`config.mk`:
```
export PLATFORM = sky130hd
export DESIGN_NAME = fpmul_pipe
export DESIGN_NICKNAME = d
export VERILOG_FILES = /design/src/rtl/fpmath_pkg.sv /design/src/rtl/fp_unpack.sv /design/src/rtl/fpmul_pipe.sv
export SDC_FILE = /design/constraint.sdc
export NUM_CORES = 2
export LEC_CHECK = 0
export CAP_MARGIN = 5
export CORE_MARGIN = 10
export CORE_UTILIZATION = 45
export DETAILED_ROUTE_END_ITERATION = 12
export GPL_TIMING_DRIVEN = 0
export MAX_ROUTING_LAYER = met4
export RECOVER_POWER = 25
export SYNTH_ARGS = -nofsm -noshare
export SYNTH_HDL_FRONTEND = slang
export SYNTH_SLANG_ARGS = --single-unit
```
`constraint.sdc`:
```
create_clock -name clk -period 13.9 [get_ports clk]
set_clock_uncertainty 0.15 [all_clocks]
set_input_delay 2.085 -clock clk [delete_from_list [all_inputs] [get_ports clk]]
set_output_delay 2.085 -clock clk [all_outputs]
set_load 0.02 [all_outputs]
```
`src/rtl/fpmath_pkg.sv`:
```
// Shared definitions for the fpmath datapath: operand classes, flag bit positions,
// default format constants and the canonical quiet-NaN builder.
package fpmath_pkg;

    localparam int EXP_W_DEF = 8;
    localparam int MAN_W_DEF = 23;
    localparam int W         = 1 + EXP_W_DEF + MAN_W_DEF;
    localparam int BIAS      = 2**(EXP_W_DEF-1) - 1;
    localparam int EXP_MAX   = 2**EXP_W_DEF - 1;

    typedef enum logic [1:0] {ZERO, NORM, INF, NAN} fp_class_e;

    localparam int FLG_INV = 3;
    localparam int FLG_OVF = 2;
    localparam int FLG_UNF = 1;
    localparam int FLG_INX = 0;

    // Word is built in 64 bits; callers keep the low 1+exp_w+man_w bits.
    function automatic logic [63:0] qnan_bits(input int exp_w, input int man_w);
        logic [63:0] r;
        r = '0;
        for (int i = 0; i < exp_w; i++) r[man_w+i] = 1'b1;
        r[man_w-1] = 1'b1;
        return r;
    endfunction

endpackage

```
`src/rtl/fp_unpack.sv`:
```
// Splits one operand into sign/exponent/significand and classifies it.
// Subnormals flush to zero; NaN/inf/zero report an all-zero significand.
module fp_unpack
    import fpmath_pkg::*;
#(
    parameter int EXP_W = 8,
    parameter int MAN_W = 23
) (
    input  logic [EXP_W+MAN_W:0] x,
    output logic                 sgn,
    output logic [EXP_W-1:0]     exp_o,
    output logic [MAN_W:0]       sig,
    output logic [1:0]           cls,
    output logic                 snan
);
    logic [MAN_W-1:0] frac;

    always_comb begin
        sgn   = x[EXP_W+MAN_W];
        exp_o = x[EXP_W+MAN_W-1:MAN_W];
        frac  = x[MAN_W-1:0];
        cls   = NORM;
        sig   = {1'b1, frac};
        snan  = 1'b0;
        if (exp_o == '0) begin
            cls = ZERO;
            sig = '0;
        end else if (&exp_o) begin
            sig = '0;
            if (frac == '0) begin
                cls = INF;
            end else begin
                cls  = NAN;
                snan = ~frac[MAN_W-1];
            end
        end
    end

endmodule

```
`src/rtl/fpmul_pipe.sv`:
```
// Three-stage pipelined FP multiplier (unpack/exponent, significand product,
// normalise/round/pack) with a single global stall driven by output back-pressure.
module fpmul_pipe
    import fpmath_pkg::*;
#(
    parameter int EXP_W = 8,
    parameter int MAN_W = 23,
    parameter int ROUND = 1
) (
    input  logic                 clk,
    input  logic                 rst,
    input  logic                 in_valid,
    output logic                 in_ready,
    input  logic [EXP_W+MAN_W:0] a,
    input  logic [EXP_W+MAN_W:0] b,
    output logic                 out_valid,
    input  logic                 out_ready,
    output logic [EXP_W+MAN_W:0] c,
    output logic [3:0]           flags,
    output logic                 over_mul_under
);
    localparam int WD = 1 + EXP_W + MAN_W;
    localparam int PW = 2*MAN_W + 2;
    localparam int EW = EXP_W + 2;
    localparam logic signed [EW-1:0] BIAS_S = EW'(2**(EXP_W-1) - 1);
    localparam logic signed [EW-1:0] EMAX_S = EW'(2**EXP_W - 1);
    localparam logic signed [EW-1:0] EONE_S = EW'(1);
    localparam logic signed [EW-1:0] EZERO_S = EW'(0);
    localparam logic [63:0] QNAN64 = qnan_bits(EXP_W, MAN_W);
    localparam logic [WD-1:0] QNAN = QNAN64[WD-1:0];

    // Special-case result is resolved in S1 and rides along, overriding S3 arithmetic.
    typedef struct packed {
        logic                 sign;
        logic signed [EW-1:0] esum;
        logic                 spec;
        logic [WD-1:0]        spc_c;
        logic [3:0]           spc_f;
    } hdr_t;

    typedef struct packed {
        hdr_t           h;
        logic [MAN_W:0] siga;
        logic [MAN_W:0] sigb;
    } s1_t;

    typedef struct packed {
        hdr_t          h;
        logic [PW-1:0] prod;
    } s2_t;

    logic             sgn_a, sgn_b, snan_a, snan_b;
    logic [EXP_W-1:0] exp_a, exp_b;
    logic [MAN_W:0]   sig_a, sig_b;
    logic [1:0]       cls_a, cls_b;

    fp_unpack #(.EXP_W(EXP_W), .MAN_W(MAN_W)) u_unpack_a (
        .x(a), .sgn(sgn_a), .exp_o(exp_a), .sig(sig_a), .cls(cls_a), .snan(snan_a)
    );
    fp_unpack #(.EXP_W(EXP_W), .MAN_W(MAN_W)) u_unpack_b (
        .x(b), .sgn(sgn_b), .exp_o(exp_b), .sig(sig_b), .cls(cls_b), .snan(snan_b)
    );

    logic             stall, adv;
    logic [2:0]       vld_pipe_q, vld_pipe_d;
    s1_t              s1_q, s1_d;
    s2_t              s2_q, s2_d;
    logic [WD-1:0]    c_q, c_d;
    logic [3:0]       flags_q, flags_d;
    logic             nan_any, inf_any, zero_any, inf_zero, s1_sign;

    assign stall          = vld_pipe_q[2] & ~out_ready;
    assign adv            = ~stall;
    assign in_ready       = adv;
    assign out_valid      = vld_pipe_q[2];
    assign c              = c_q;
    assign flags          = flags_q;
    assign over_mul_under = flags_q[FLG_OVF] | flags_q[FLG_UNF];

    always_comb begin
        nan_any  = (cls_a == NAN) | (cls_b == NAN);
        inf_any  = (cls_a == INF) | (cls_b == INF);
        zero_any = (cls_a == ZERO) | (cls_b == ZERO);
        inf_zero = inf_any & zero_any;
        s1_sign  = sgn_a ^ sgn_b;
        s1_d     = s1_q;
        if (adv) begin
            s1_d.h.sign  = s1_sign;
            s1_d.h.esum  = $signed({2'b00, exp_a}) + $signed({2'b00, exp_b}) - BIAS_S;
            s1_d.h.spec  = nan_any | inf_any | zero_any;
            s1_d.h.spc_f = '0;
            s1_d.h.spc_f[FLG_INV] = inf_zero | snan_a | snan_b;
            if (nan_any | inf_zero)
                s1_d.h.spc_c = QNAN;
            else if (inf_any)
                s1_d.h.spc_c = {s1_sign, {EXP_W{1'b1}}, {MAN_W{1'b0}}};
            else
                s1_d.h.spc_c = {s1_sign, {(WD-1){1'b0}}};
            s1_d.siga = sig_a;
            s1_d.sigb = sig_b;
        end
    end

    always_comb begin
        s2_d = s2_q;
        if (adv) begin
            s2_d.h    = s1_q.h;
            s2_d.prod = PW'(s1_q.siga) * PW'(s1_q.sigb);
        end
    end

    logic [PW-1:0]        norm;
    logic signed [EW-1:0] e_n, e_r;
    logic [MAN_W:0]       mant, mant_r;
    logic                 guard, sticky, inc;
    logic [WD-1:0]        res_c;
    logic [3:0]           res_f;

    always_comb begin
        norm   = s2_q.prod[PW-1] ? s2_q.prod : (s2_q.prod << 1);
        e_n    = s2_q.h.esum + (s2_q.prod[PW-1] ? EONE_S : EZERO_S);
        mant   = norm[PW-1 -: MAN_W+1];
        guard  = norm[PW-2-MAN_W];
        sticky = |norm[PW-3-MAN_W:0];
        inc    = (ROUND != 0) && guard && (sticky || mant[0]);
        // A rounding carry wraps the hidden bit to 0 and leaves the fraction all-zero.
        mant_r = mant + {{MAN_W{1'b0}}, inc};
        e_r    = mant_r[MAN_W] ? e_n : e_n + EONE_S;
        res_f  = '0;
        res_f[FLG_INX] = guard | sticky;
        if (e_r >= EMAX_S) begin
            res_c = {s2_q.h.sign, {EXP_W{1'b1}}, {MAN_W{1'b0}}};
            res_f[FLG_OVF] = 1'b1;
            res_f[FLG_INX] = 1'b1;
        end else if (e_r <= EZERO_S) begin
            res_c = {s2_q.h.sign, {(WD-1){1'b0}}};
            res_f[FLG_UNF] = 1'b1;
            res_f[FLG_INX] = |s2_q.prod;
        end else begin
            res_c = {s2_q.h.sign, e_r[EXP_W-1:0], mant_r[MAN_W-1:0]};
        end
        if (s2_q.h.spec) begin
            res_c = s2_q.h.spc_c;
            res_f = s2_q.h.spc_f;
        end

        vld_pipe_d = adv ? {vld_pipe_q[1:0], in_valid} : vld_pipe_q;
        c_d        = c_q;
        flags_d    = flags_q;
        if (adv && vld_pipe_q[1]) begin
            c_d     = res_c;
            flags_d = res_f;
        end
    end

    always_ff @(posedge clk) begin
        if (rst) begin
            vld_pipe_q <= '0;
            s1_q       <= '0;
            s2_q       <= '0;
            c_q        <= '0;
            flags_q    <= '0;
        end else begin
            vld_pipe_q <= vld_pipe_d;
            s1_q       <= s1_d;
            s2_q       <= s2_d;
            c_q        <= c_d;
            flags_q    <= flags_d;
        end
    end

endmodule

```
* Yosys cells after proc, flatten, opt, wreduce, memory -nomap -nowiden
Cells that the tools add are included.
Operators by class: eq/ne operators 4, $add $sub $neg 5, multipliers 1, magnitude comparators 2, bitwise logic cells 17, reduce and logical (&&, ||, !) cells 13, mux-type cells 29
Operators by type and width (number):
- $mux W24 | 4
- $mux W31 | 3
- $mux W32 | 2
- $mul A24 B24 Y48 | 1
- $mux W48 | 1
- $reduce_or A48 Y1 | 1
- $logic_not A23 Y1 | 2
- $add A24 B1 Y24 | 1
- $reduce_or A23 Y1 | 1
- $logic_not A8 Y1 | 2
- $reduce_and A8 Y1 | 2
- $mux W1 | 12
- $add A10 B2 Y10 | 1
- $add A10 B2 Y10 const B | 1
- $ge A10 B9 Y1 const B | 1
- $le A10 B1 Y1 const B | 1
- $mux W10 | 1
- $mux W2 | 5
- $or A1 B1 Y1 | 10
- $sub A9 B7 Y10 const B | 1
- $add A8 B8 Y9 | 1
- $eq A2 B2 Y1 const B | 4
- $logic_not A2 Y1 | 2
- $mux W4 | 1
- other kinds (5) | 10
Storage, ports and cells: logic and storage cells 87, output and inout bits 39, flip-flop bits (word level) 225, bits of input ports 68

* Logic depth before layout (Yosys ltp)
word-level depth 10, gate-level depth with buffers 28, depth with buffers taken out 26

* Cells and area by module
A second synthesis with hierarchy kept.
Second synthesis, totals: cells, all modules 3237, area total of the unflattened synthesis 27590.2 µm²
Modules (own cells, without submodules):
- fpmul_pipe | cells each 3131, seq. area each 3343.2 µm², area an instance 26797.0 µm², instances 1
- fp_unpack | cells each 53, seq. area each 0.0 µm², area an instance 396.6 µm², instances 2

* Worst setup path before layout
No wires, ideal clock.
path kind reg-to-reg, start reg s1_q[3] in the netlist's numbering, end reg s2_q[47] in the netlist's numbering, buffers on the path 2, clock period less this slack 7001 ps, arrival time 6734 ps, required time 13633 ps, slack 6899 ps, setup time 117 ps, stages on the path, launching flop included 27, cell sequence dfxtp_1 > clkbuf_1 > nand2_1 > fa_1 > inv_1 > fa_1 > inv_1 > fa_1 > inv_1 > fa_1 > fa_1 > inv_1 > fa_1 > fa_1 > inv_1 > ha_1 > clkbuf_1 > a21oi_1 > o21ai_0 > a221oi_1 > o22ai_1 > a21oi_1 > o31ai_1 > a211oi_1 > o21ai_0 > xnor2_1 > a22o_1
Between the ends: cells in the longest elaborated chain, start to end 1
Ends and longest elaborated chain:
- start: declaration | line fpmul_pipe.sv:66 | s1_t s1_q, s1_d;
- start signal: assignment | line fpmul_pipe.sv:159 | s1_q <= '0;
- start signal: assignment | line fpmul_pipe.sv:165 | s1_q <= s1_d;
- $mul A24 B24 Y48 | line fpmul_pipe.sv:108 | s2_d.prod = PW'(s1_q.siga) * PW'(s1_q.sigb);
- end signal: assignment | line fpmul_pipe.sv:160 | s2_q <= '0;
- end signal: assignment | line fpmul_pipe.sv:166 | s2_q <= s2_d;
- end: declaration | line fpmul_pipe.sv:67 | s2_t s2_q, s2_d;
Every way passes these cells. A chain may end at the register's enable or synchronous reset.

* Final worst setup path
start reg s1_q[35] in the netlist's numbering, end reg s2_q[37] in the netlist's numbering
The elaborated chain is that of the path after synthesis.

==> results <==
- The flow ran to the end, and the final reports show no timing, DRC or antenna violations.
- The floorplan has 89 rows.
- The global-route wire length before repair is 149300 um.
- In the synthesized netlist the dominant register cell turns out to be sky130_fd_sc_hd__dfxtp_1.
- The worst-margin pin slew is 1425 ps.
- The largest total area in the synthesized netlist belongs to sky130_fd_sc_hd__fa_1.
- Summing the areas of all fa, ha and maj instances in the mapped netlist gives 44.88% of the synthesized area.
- The number of global-route vias before repair is 23354.
- The count of pins on the block boundary is 107.
- The power per cell area is 115.9 nW/um2.
- Yosys printed 0 warnings.
- The global-route congestion overflow total is 0.
- Headroom to the max-slew limit came out at 4.330%.
- The share of synthesized flip-flops with an asynchronous set or reset is 0%.
- The sequential-to-total area share from yosys stat is 12.40%.
- The part of the cycle the worst path needs is 69.94%.
- The largest family of logic cells by synthesized area is adder cells.
- The clock latency on the worst-skew pair is 500 ps.
- The area of the die is 70080 um2.
- Of all nets on the critical path, the largest fanout is 10.
- The smallest clock period supported by the final layout is computed as 9721 ps.
- The synthesized netlist devotes 2.307% of its cell area to XOR and XNOR gates.
- VDD sags by at most 0.0001191 V.
- Across every metal layer, demand over resource in global routing totals 29.39%.
- The ratio of routed vias to standard cells is 5.620.
- The estimated wirelength of the detail-placed design is 81770 um.
- The number of iterations in the first detailed-routing pass is 5.
- For this run, design rule violations remaining after detail routing come to 0.
- The synthesized netlist devotes 9.944% of its cell area to compound gates.
- The total clock sinks is 167.
- The total wire length after detailed routing is 99100 um.
- The internal reg-to-reg setup slack is 4180 ps.
- STA puts the critical path data arrival time at 10000 ps.
- STA classifies the critical path endpoint as a register.
- The unique cell type count in the Yosys netlist is 83.
- Synthesis handed over a netlist of 3114 instances.
- The cell sitting at the root of the clock tree is a sky130_fd_sc_hd__clkbuf_16.
- The detail route stage leaves a number of antenna-violating nets equal to 0.
- The number of antenna violations at the first check in global routing is 4.
- The post-synthesis to final-layout area growth is 9.819%.
- The number of nets handed over by synthesis was 3859.
- The startpoint class of the critical path is a register.
- After Yosys synthesis, and, or, nand and nor cells account for 18.88% of the synthesized area.
- Buffers inserted during clock tree synthesis total 17.
- The endpoint required time on the critical path is 14180 ps.
- The core region is 59130 um2.
- The count of buffers from port buffering is 105.
- The register clock-pin slew on the reported worst setup and hold paths is 80 ps.
- After clock tree synthesis, the repair step resized 0 gates.
- The number of hold-slack violations in the final timing report came to 0.
- After filler insertion, the fill cell instance count of the layout stands at 5787.
- After routing, the total negative slack on setup checks comes to 0 ps.
- The buffer depth of the longest clock path is 2.
- Setup violations remaining at the end of the flow were counted as 0.
- The final non-filler cell area is 29600 um2.
- The share of the synthesized area in the top cell type is 35.88%.
- The maximum number of pins on one net before global-route repair is 20.
- Setup repair after global routing left no endpoint under its margin.
- For this design the static power due to leakage is 13.93 nW.
- The placer congestion estimate is 0.9746.
- The final number of max-transition violations is 0.
- The placed instances occupy a cell area of 28970 um2.
- The routed layout has 22626 vias.
- In the synthesized netlist, mux cells make up 1.086% of the area.
- Ranked by total cell area, the synthesized netlist is headed by sky130_fd_sc_hd__fa_1, sky130_fd_sc_hd__dfxtp_1, sky130_fd_sc_hd__ha_1, sky130_fd_sc_hd__inv_1, sky130_fd_sc_hd__and2_1.
- The post-route netlist has 1.999% of its cells at a drive strength greater than 1.
- Once the floorplan was initialized, standard cells occupied 45.58% of the core.
- The number of synthesized flops with an enable pin is 0.
- The total standard cell area after synthesis is 26950 um2.
- The H-tree was split into 4 levels.
- TritonCTS built the clock tree.
- After synthesis the netlist holds a flip-flop and latch count of 167.
- By startpoint and endpoint, the worst setup path is classified as register to register.
- The average size of a mapped cell is 8.655 um2.
- The tool flagged a number of max-cap violations equal to 0.
- The kind of path behind the tightest hold check is register to register.
- Hold repair after CTS inserted 0 buffers.
- After the last flow step, the layout net total stands at 3983.
- The minimum hold slack is 303.8 ps.
- The per-cell routed wire length is 24.61 um.
- Post-CTS timing repair inserted 0 buffers for setup.
- In this run the horizontal extent of the chip is 264.7 um.
- The maximum clock frequency is 102.9 MHz.
- The die extent in y is 264.7 um.
- The first routing iteration left 1899 violations.
==> path summary, 6_finish.rpt <==
check,start,to,cells after the start
worst max-delay path,s1_q[35]$_SDFFE_PP0N_,s2_q[37]$_SDFFE_PP0N_,25
worst min-delay path,vld_pipe_q[0]$_SDFFE_PP0N_,vld_pipe_q[0]$_SDFFE_PP0N_,2
worst max register to register,s1_q[35]$_SDFFE_PP0N_,s2_q[37]$_SDFFE_PP0N_,25
worst min register to register,vld_pipe_q[0]$_SDFFE_PP0N_,vld_pipe_q[0]$_SDFFE_PP0N_,2
==> through the flow <==
step	std cells	utilization, %	power [mW]	setup WS (ps)
6_report	4026	50.06	3.432	4179
5_1_grt	4025	50.05	3.693	3878
4_1_cts	4024	50.05	3.412	4289
3_5_place_dp	3992	48.99	2.885	4319
3_3_place_gp	3992	48.99	2.868	4346
2_1_floorplan	3114	-	2.082	6899
==> critical path, stage by stage, from the launching register on <==
cell                        delay, ps
sky130_fd_sc_hd__dfxtp_1          580
sky130_fd_sc_hd__clkbuf_1         870
sky130_fd_sc_hd__nand2_1          190
sky130_fd_sc_hd__fa_1             580
sky130_fd_sc_hd__inv_1             50
sky130_fd_sc_hd__fa_1             470
sky130_fd_sc_hd__inv_1             60
sky130_fd_sc_hd__fa_1             530
sky130_fd_sc_hd__inv_1             50
sky130_fd_sc_hd__fa_1             450
sky130_fd_sc_hd__ha_1             300
sky130_fd_sc_hd__fa_1             480
sky130_fd_sc_hd__inv_1             60
sky130_fd_sc_hd__fa_1             480
sky130_fd_sc_hd__inv_1             40
sky130_fd_sc_hd__ha_1             430
sky130_fd_sc_hd__nand4_1          160
sky130_fd_sc_hd__nor2_1           150
sky130_fd_sc_hd__o2111ai_1        330
sky130_fd_sc_hd__a2111oi_0        850
sky130_fd_sc_hd__o21ai_0          310
sky130_fd_sc_hd__a311oi_1        1140
sky130_fd_sc_hd__a21boi_0         310
sky130_fd_sc_hd__xnor2_1          350
sky130_fd_sc_hd__nand2_1          100
sky130_fd_sc_hd__a21oi_1          150
==> cell usage in the layout, fill, tap and decap left out, types with 5 or more instances in the layout <==
master and instances:
sky130_fd_sc_hd__o21ai_0 35, sky130_fd_sc_hd__nor3_1 19, sky130_fd_sc_hd__a21oi_1 134, sky130_fd_sc_hd__a32o_1 8
sky130_fd_sc_hd__clkbuf_1 168, sky130_fd_sc_hd__a22oi_1 47, sky130_fd_sc_hd__dlygate4sd3_1 39, sky130_fd_sc_hd__a22o_1 19
sky130_fd_sc_hd__xor2_1 14, sky130_fd_sc_hd__clkbuf_16 17, sky130_fd_sc_hd__o32ai_1 7, sky130_fd_sc_hd__a211oi_1 23
sky130_fd_sc_hd__nor4_1 26, sky130_fd_sc_hd__mux2i_1 18, sky130_fd_sc_hd__nand2b_1 10, sky130_fd_sc_hd__ha_1 194
sky130_fd_sc_hd__inv_1 559, sky130_fd_sc_hd__o31ai_1 7, sky130_fd_sc_hd__fa_1 483, sky130_fd_sc_hd__nand3_1 20
sky130_fd_sc_hd__nand2_1 433, sky130_fd_sc_hd__buf_2 8, sky130_fd_sc_hd__a311oi_1 6, sky130_fd_sc_hd__mux2_2 6
sky130_fd_sc_hd__nor4b_1 6, sky130_fd_sc_hd__nand4_1 23, sky130_fd_sc_hd__nor2_1 134, sky130_fd_sc_hd__o21bai_1 10
sky130_fd_sc_hd__dfxtp_1 167, sky130_fd_sc_hd__a31oi_1 18, sky130_fd_sc_hd__or4_1 7, sky130_fd_sc_hd__clkinv_8 5
sky130_fd_sc_hd__a21o_1 39, sky130_fd_sc_hd__nor2b_1 6, sky130_fd_sc_hd__and3_1 7, sky130_fd_sc_hd__clkdlybuf4s50_1 66
sky130_fd_sc_hd__and2_1 313, sky130_fd_sc_hd__o21a_1 6, sky130_fd_sc_hd__xnor2_1 57
==> synth_stat cells, drive strengths merged, types with 3 or more instances <==
cell type and count:
inv 559, fa 483, nand2 434, and2 314, ha 194, clkbuf 168
dfxtp 167, a21oi 134, nor2 134, xnor2 57, a22oi 47, a21o 39
o21ai 36, nor4 28, a211oi 23, nand4 23, nand3 20, nor3 20
a22o 19, a31oi 18, mux2i 18, buf 16, xor2 14, nand2b 10
o21bai 10, a32o 8, mux2 8, o32ai 8, and3 7, nor4b 7
o31ai 7, or4 7, a311oi 6, nor2b 6, o21a 6, o22ai 4
or2 4, a21boi 3, and3b 3, nand4b 3, o2111ai 3
==> sequential cells by signal (all words and copies together) (netlist names) <==
register	count
s1_q	64
s2_q	64
c	32
flags	4
vld_pipe_q	3
==> logic make-up (layout without fill, tap and decap cells) <==
family,Yosys count,in the layout
DFF,167,167
AOI/OAI and AO/OA,398,398
and+or+nand+nor,1031,1031
other,0,2
adders and majority gates,677,677
xor gates and xnor gates,71,71
buffers and inverters,743,880
muxes,27,27
==> power by group <==
part / leakage [nW] / switching, mW / internal (mW)
Combinational: 12.3 / 1.46 / 0.825
Clock: 0.303 / 0.245 / 0.259
Sequential: 1.38 / 0.0936 / 0.549
Total: 13.9 / 1.80 / 1.63
==> area by class of cell <==
cell class	count	area [um2]	area share, %
multi-input combinational	2204	20780	70.21
clock inverter	15	197.7	0.6679
antenna	2	5.005	0.01691
inverter	559	2098	7.089
buffer	184	730.7	2.469
timing repair buffer	105	1051	3.551
clock buffer	17	425.4	1.437
sequential	167	3343	11.30
tap	773	967.2	3.268
==> per-layer routing <==
| layer | vias up | wire length [um] | track usage, % |
|---|---|---|---|
| li1 | 9983 | - | - |
| met1 | 11543 | 41740 | 37.52 |
| met5 | - | 0 | - |
| met3 | 192 | 7388 | 5.175 |
| met4 | 0 | 4526 | 12.18 |
| met2 | 908 | 45440 | 45.68 |
No activity file was read; power rests on OpenSTA's default activity.
